`src/rtl/alu_ops_pkg.sv`:
```
// Opcode constants and result-select decode shared by the Simple-RISC ALU units.
// Opcodes not listed here (SUB, MUL, DIV, OR, shifts, NEG, NOT) belong to sibling units.
package alu_ops_pkg;

  localparam logic [4:0] OP_ADD  = 5'b00101;
  localparam logic [4:0] OP_ADDI = 5'b01101;
  localparam logic [4:0] OP_AND  = 5'b00111;
  localparam logic [4:0] OP_ANDI = 5'b01110;
  localparam logic [4:0] OP_INC  = 5'b11101;

  typedef enum logic [1:0] {
    SEL_NONE = 2'd0,
    SEL_ADD  = 2'd1,
    SEL_AND  = 2'd2,
    SEL_INC  = 2'd3
  } res_sel_e;

  // PC increment takes priority over whatever the opcode field holds.
  function automatic res_sel_e decode_sel(input logic inc_pc, input logic [4:0] op);
    res_sel_e sel;
    sel = SEL_NONE;
    if (inc_pc)                          sel = SEL_INC;
    else if (op == OP_ADD || op == OP_ADDI) sel = SEL_ADD;
    else if (op == OP_AND || op == OP_ANDI) sel = SEL_AND;
    else if (op == OP_INC)                  sel = SEL_INC;
    return sel;
  endfunction

endpackage

```
`src/rtl/rca32.sv`:
```
// Ripple-carry adder built from a chain of per-bit full adders.
// Carry-out is the carry leaving the top bit of the chain.
module rca32 #(
  parameter int W = 32
) (
  input  logic [W-1:0] a,
  input  logic [W-1:0] b,
  input  logic         cin,
  output logic [W-1:0] sum,
  output logic         cout
);

  logic [W:0] c;

  assign c[0] = cin;

  genvar i;
  generate
    for (i = 0; i < W; i++) begin : g_fa
      assign sum[i]   = a[i] ^ b[i] ^ c[i];
      assign c[i + 1] = (a[i] & b[i]) | (c[i] & (a[i] ^ b[i]));
    end
  endgenerate

  assign cout = c[W];

endmodule

```
`src/rtl/add_inc_and_unit.sv`:
```
// Registered ADD/ADDI, AND/ANDI, INC and PC-increment unit between the A/B
// operand registers and the Z register. Upper half of z is always zero here.
module add_inc_and_unit
  import alu_ops_pkg::*;
#(
  parameter int WIDTH = 32
) (
  input  logic               clk,
  input  logic               clr,
  input  logic               in_valid,
  input  logic [WIDTH-1:0]   a_in,
  input  logic [WIDTH-1:0]   b_in,
  input  logic [4:0]         opcode,
  input  logic               inc_pc,
  output logic [2*WIDTH-1:0] z,
  output logic               cout,
  output logic               out_valid
);

  // Handshake: in_valid is sampled on every rising edge with no backpressure;
  // out_valid is high for exactly one cycle per accepted operation, and z/cout
  // hold their last value whenever out_valid is low.

  logic [WIDTH-1:0]   add_sum;
  logic               add_co;
  logic [WIDTH-1:0]   inc_sum;
  logic               inc_co;
  logic [WIDTH-1:0]   and_res;
  logic [WIDTH-1:0]   res_lo;
  logic               res_c;
  res_sel_e           sel;

  logic [2*WIDTH-1:0] z_d, z_q;
  logic               cout_d, cout_q;
  logic               out_valid_d, out_valid_q;

  rca32 #(.W(WIDTH)) u_add (
    .a    (a_in),
    .b    (b_in),
    .cin  (1'b0),
    .sum  (add_sum),
    .cout (add_co)
  );

  // Increment reuses the adder structure with a zero addend and carry-in of 1.
  rca32 #(.W(WIDTH)) u_inc (
    .a    (b_in),
    .b    ({WIDTH{1'b0}}),
    .cin  (1'b1),
    .sum  (inc_sum),
    .cout (inc_co)
  );

  genvar i;
  generate
    for (i = 0; i < WIDTH; i++) begin : g_and
      assign and_res[i] = a_in[i] & b_in[i];
    end
  endgenerate

  assign sel = decode_sel(inc_pc, opcode);

  always_comb begin
    res_lo = '0;
    res_c  = 1'b0;
    case (sel)
      SEL_ADD: begin
        res_lo = add_sum;
        res_c  = add_co;
      end
      SEL_AND: res_lo = and_res;
      SEL_INC: begin
        res_lo = inc_sum;
        res_c  = inc_co;
      end
      default: begin
        res_lo = '0;
        res_c  = 1'b0;
      end
    endcase
  end

  always_comb begin
    z_d         = z_q;
    cout_d      = cout_q;
    out_valid_d = in_valid;
    if (in_valid) begin
      z_d    = {{WIDTH{1'b0}}, res_lo};
      cout_d = res_c;
    end
  end

  always_ff @(posedge clk or negedge clr) begin
    if (!clr) begin
      z_q         <= '0;
      cout_q      <= 1'b0;
      out_valid_q <= 1'b0;
    end else begin
      z_q         <= z_d;
      cout_q      <= cout_d;
      out_valid_q <= out_valid_d;
    end
  end

  assign z         = z_q;
  assign cout      = cout_q;
  assign out_valid = out_valid_q;

endmodule

```
`config.mk`:
```
export PLATFORM = sky130hd
export DESIGN_NAME = add_inc_and_unit
export DESIGN_NICKNAME = d
export VERILOG_FILES = /design/src/rtl/alu_ops_pkg.sv /design/src/rtl/rca32.sv /design/src/rtl/add_inc_and_unit.sv
export SDC_FILE = /design/constraint.sdc
export NUM_CORES = 1
export LEC_CHECK = 0
export BUFFER_PORTS_ARGS = -buffer_cell sky130_fd_sc_hd__buf_2
export CORE_ASPECT_RATIO = 0.9
export CORE_MARGIN = 4
export CORE_UTILIZATION = 55
export CTS_CLUSTER_DIAMETER = 100
export DETAILED_ROUTE_END_ITERATION = 16
export GPL_TIMING_DRIVEN = 1
export PLACE_DENSITY = 0.88
export SYNTH_ARGS = -nofsm -noshare
export SYNTH_HDL_FRONTEND = slang
export SYNTH_SLANG_ARGS = --single-unit
```
`constraint.sdc`:
```
create_clock -name clk -period 2.08 [get_ports clk]
set_clock_uncertainty 0.2 [all_clocks]
set_input_delay 0.208 -clock clk [delete_from_list [all_inputs] [get_ports clk]]
set_output_delay 0.208 -clock clk [all_outputs]
set_load 0.03 [all_outputs]
```
# Word-level counts from Yosys, hierarchy flattened
# Index checks and enable logic that the tools add are counted.
# classes
div,0
shift,0
mul,0
n_addsub,0
magnitude_cmp,0
n_reduce_logical,2
n_mux,6
eq_ne,8
n_bitwise,220
# op_table
op,n
$pmux 32 s3,1
$and 1x1->1,94
$xor 1x1->1,94
$or 1x1->1,31
$eq 5x3->1 const B,2
$eq 5x4->1 const B,2
$mux 2,4
$eq 5x5->1 const B,1
$eq 2x2->1 const B,2
$eq 2x1->1 const B,1
$logic_or 1x1->1,2
$pmux 1 s2,1
$not 1->1,1
# word_totals
mem_bits_rw,0
regBits,34
word_cells,239
latchBits,0
memories,0
input_bits,73
rom_bits,0
output_inout_bits,66

# Longest topological paths before layout
# logic_depth
word_depth,64
depth_mapped,38
mapped_depth_nobuf,38

# Cells and area by module
# A second synthesis with hierarchy kept.
# hier_totals
cells_unflattened,314
hier_area_um2,3425.8
# by_module_without_submodules
mod,cells_each,seq_area_each_um2,area_per_inst_um2,instances
add_inc_and_unit,230,850.8,2069.5,1
rca32,42,0.0,678.2,2

# Worst setup path before layout
# No wires, ideal clock.
# synth_timing
kind,input -> register
start,input a_in[0]
end,"register z_q[31], in the netlist z[31]"
path_buffers,0
setup_time_ns,0.141
setup_slack_ns,-10.552
required_time_ns,1.739
stages,38
arrival_ns,12.291
cell_sequence,ha_1 inv_1 fa_1 fa_1 fa_1 fa_1 fa_1 fa_1 fa_1 fa_1 fa_1 fa_1 fa_1 fa_1 fa_1 fa_1 fa_1 fa_1 [2 not listed] fa_1 fa_1 fa_1 fa_1 fa_1 fa_1 fa_1 fa_1 fa_1 fa_1 inv_1 fa_1 inv_1 fa_1 inv_1 fa_1 a22oi_1 a31oi_1
# synth_between
elab_chain_cells,63
# synth_lines
element,line_no,text
"start, declared",add_inc_and_unit.sv:11,"input logic [WIDTH-1:0] a_in,"
$and 1x1->1 (2 in a row),rca32.sv:21,assign c[i + 1] = (a[i] & b[i]) | (c[i] & (a[i] ^ b[i]));
$or 1x1->1,rca32.sv:21,
$and 1x1->1,rca32.sv:21,
$or 1x1->1,rca32.sv:21,
$and 1x1->1,rca32.sv:21,
$or 1x1->1,rca32.sv:21,
$and 1x1->1,rca32.sv:21,
$or 1x1->1,rca32.sv:21,
[46 not listed],-,
$and 1x1->1,rca32.sv:21,
$or 1x1->1,rca32.sv:21,
$and 1x1->1,rca32.sv:21,
$or 1x1->1,rca32.sv:21,
$and 1x1->1,rca32.sv:21,
$or 1x1->1,rca32.sv:21,
$xor 1x1->1,rca32.sv:20,assign sum[i] = a[i] ^ b[i] ^ c[i];
$pmux 32 s3,add_inc_and_unit.sv:66,case (sel)
"end signal, assigned",add_inc_and_unit.sv:99,z_q <= z_d;
"end, declared",add_inc_and_unit.sv:33,"logic [2*WIDTH-1:0] z_d, z_q;"
# No other way between the ends.
# A chain may end at the register's enable or synchronous reset.

# Final worst setup path
# layout_timing
start,input b_in[0]
end,"register z_q[31], in the netlist z[31]"
# layout_between
elab_chain_cells,63
word_cells_on_any_way,94
classes_between,1 x mux; 93 x bitwise
# layout_lines
element,line_no,text
"start, declared",add_inc_and_unit.sv:12,"input logic [WIDTH-1:0] b_in,"
$and 1x1->1 (2 in a row),rca32.sv:21,
$or 1x1->1,rca32.sv:21,
$and 1x1->1,rca32.sv:21,
$or 1x1->1,rca32.sv:21,
$and 1x1->1,rca32.sv:21,
$or 1x1->1,rca32.sv:21,
$and 1x1->1,rca32.sv:21,
$or 1x1->1,rca32.sv:21,
[46 not listed],-,
$and 1x1->1,rca32.sv:21,
$or 1x1->1,rca32.sv:21,
$and 1x1->1,rca32.sv:21,
$or 1x1->1,rca32.sv:21,
$and 1x1->1,rca32.sv:21,
$or 1x1->1,rca32.sv:21,
$xor 1x1->1,rca32.sv:20,
$pmux 32 s3 *,add_inc_and_unit.sv:66,
# Every way passes the cells marked *; elsewhere a longest branch is shown, timed or not.

==> flow_summary_export.csv <==
group,metric,value,unit
critical_path,critical_path_class,"in -> reg",
drt,wl,9680,um
global_route,grt_max_degree,68,
die,core,6590,um^2
drt,dr.first_iter.drc_count,100,
die,io_pins,139,
sta,fin_crit,11710,ps
clock_tree,worstSkewPairLatency,280,ps
job,drv_cap,0,
critical_path,startpoint,"b_in[0]",
place,placed_cell_area,4690,um^2
sta,maxSlewViolCount,0,
critical_path,required,2010,ps
global_route,grt_pass1_vias,3524,
drt,via_count,3213,
sta,tns,-149720,ps
status,violations,"negative setup slack",
critical_path,cp_max_fo,2,
pwr,power.share.clock,20.6,%
layout,fill_cells,495,
yosys,ys.flop_type,"dfrtp_1",
drt,wire_per_inst,15.4,um
pwr,power_frac_comb,44.5,%
sta,hold_viol_final,0,
sta,post-route-period-util,563,%
die,rows,28,
yosys,syn-cell-area,3740,um^2
pwr,switching_share,38.3,%
pwr,powerDensity,458,nW/um^2
place,finalWeightedCongestion,0.851,
pwr,p_switching,0.847,mW
die,dieArea,8180,um^2
critical_path,r2r_cells,2,
yosys,synthCells,386,
die,die_h,86.2,um
sta,fmax,85.4,MHz
clock_tree,ctsLongestPathBuffers,2,
yosys,seq_area_frac_synth,22.8,%
critical_path,crit_path_frequent_cell,"fa_2",
pwr,power,2.21,mW
die,die_w,94.9,um
yosys,synthArstFlopShare,100,%
clock_tree,clkSlewWorstSetupHoldPaths,70,ps
sta,layout_setup_ws,-9630,ps
pwr,seqPwrFrac,34.9,%
min_path,hp-class,"in -> reg",
pwr,p_int,1.36,mW
sta,slew_headroom,49.6,%
place,portBuffers,106,
clock_tree,cts.htree.levels,2,
place,placedCellCount,621,
layout,ff_latch_area,851,um^2
layout,fin_nets,706,
sta,setup_viol,29,
critical_path,reg2reg_slack,1050,ps
pwr,peakVddDrop,0.240,mV
layout,finalNonFillerCells,629,
drt,drc,0,
global_route,grt-ovfl-total,0,
layout,multi_input_area,2540,um^2
clock_tree,cts-root-buf,"clkbuf_8",
place,hpwl,7690,um
yosys,ys_top_cells_by_area,"dfrtp_1 (23%), ha_1 (21%), fa_1 (17%)",
yosys,yosys.area.top_type,"dfrtp_1",
yosys,ys_ff_latch,34,
sta,tightest_slew,756,ps
clock_tree,clock-sinks,34,
layout,syn_to_final_growth,29.0,%
critical_path,cp_data_arrival_time,11640,ps
drt,dr.pass1.iters,4,
clock_tree,cts-buffers-inserted,5,
global_route,antenna_found_initial,0,
global_route,grt_use_total,24.3,%
clock_tree,cts_tree,"built",
yosys,ys_warn_count,0,
critical_path,crit_path_start_kind,"input port",
clock_tree,postCtsSetupBuffers,0,
yosys,yosysUniqueCellTypes,29,
sta,rsz0062_at_grt,"true",
yosys,avgSynthCellArea,9.68,um^2
global_route,grt_pass1_wl,15700,um
layout,stdcell_area,4820,um^2
critical_path,worst_setup_path_end_kind,"flop",
layout,drive_above_1_share,39.7,%
critical_path,cpMaxStageDelayCell,"fa_2",
critical_path,max_stage_delay,440,ps
drt,vias_per_cell,5.11,
critical_path,r2r_end,"z[31]$_DFFE_PN0P_",
status,status,"finished with violations",
die,start_util,56.7,%
yosys,synth.top_cell.area_share,22.8,%
drt,ant_nets,0,
critical_path,reg2reg_from,"z[31]$_DFFE_PN0P_",
pwr,p_leak,2.64,nW
yosys,synth_edf_count,0,
layout,diodes,0,
critical_path,endpoint,"z[31]$_DFFE_PN0P_",
[cell usage in the layout (no fill, tap or decap), drive strengths merged, types with 4 or more instances in the layout]
cell     synthesis  routed
buf             40     165
ha              63      63
inv             62      62
dfrtp           34      34
o21ai           32      32
a31oi           32      32
conb             1      32
nand2           31      31
fa              31      31
a2bb2oi         29      29
clkbuf          11       7
nand2b           4       4
a22oi            4       4
[registers in the layout, summed over array words and instances (netlist names)]
register   cells
cout           1
z             32
out_valid      1
[power by group through the flow]
stage                     clock, mW  combinational (mW)  sequential [mW]
after floorplan                   0               0.498            0.912
after global placement            0               0.907            0.779
after detailed placement          0               0.972            0.781
after CTS                     0.464               0.983            0.772
after global routing          0.501                1.08            0.779
final                         0.456               0.983            0.772
[per-stage QoR]
stage	utilization [%]	setup WS, ps	hold WS [ps]
after floorplan	-	-9400	-288
after global placement	71.2	-9780	115
after detailed placement	71.2	-10020	122
after CTS	72.9	-9660	110
after global routing	73.2	-9860	123
final	73.2	-9630	127
[layer usage]
layer / share of wire [%] / track usage, % / wire, um / vias up
met3: 8.0 / 5.64 / 776 / 14
met2: 53 / 45.5 / 5100 / 140
met4: 1.3 / 7.08 / 123 / 0
met1: 38 / 27.2 / 3690 / 1531
li1: - / - / - / 1528
met5: 0 / 0 / 0 / -
[cell usage after synthesis (all sizes together), types with 4 or more instances]
cell type,instances
ha,63
fa,31
a22oi,4
dfrtp,34
nand2,31
a2bb2oi,29
buf,40
inv,62
a31oi,32
nand2b,4
clkbuf,11
o21ai,32
[cell type report]
| cell class | count | share of cell area, % |
|---|---|---|
| clock buffers | 7 | 1.58 |
| inverters | 62 | 4.83 |
| multi-input cells | 270 | 52.8 |
| flip-flops and latches | 34 | 17.6 |
| well taps | 90 | 2.34 |
| repair buffers | 166 | 20.8 |
[worst min path at each step]
stage,depth (start not counted),start,slack (ps),end
finish,4,b_in[0],130,z[0]$_DFFE_PN0P_
global placement,1,clr,120,z[2]$_DFFE_PN0P_
floorplan,0,clr,-290,cout$_DFFE_PN0P_
CTS,4,b_in[0],110,z[0]$_DFFE_PN0P_
detailed placement,1,clr,120,z[2]$_DFFE_PN0P_
global route,4,b_in[0],120,z[0]$_DFFE_PN0P_
[kinds of logic after synthesis]
family	synth area share [%]
AO/OA/AOI/OAI	17.8
flip-flops	22.8
XOR/XNOR	0.234
adder cells (fa/ha/maj)	37.7
buffers and inverters	15.3
multiplexers	0.268
other	0.100
AND/OR/NAND/NOR	5.73
[worst max-delay path, delay by kind of cell]
kind | cells | cell delay [ps]
AO/OA/AOI/OAI | 2 | 230
buffers and inverters | 5 | 280
adder cells (fa/ha/maj) | 32 | 10920
[timing repair]
item                                   in CTS  in global routing
setup endpoints to repair                  29                 29
hold buffers                                1                  0
gates resized for setup                     5                  4
pin swaps                                   3                  2
endpoints found under the hold margin      34                  0
(Power assumes the default switching activity.)
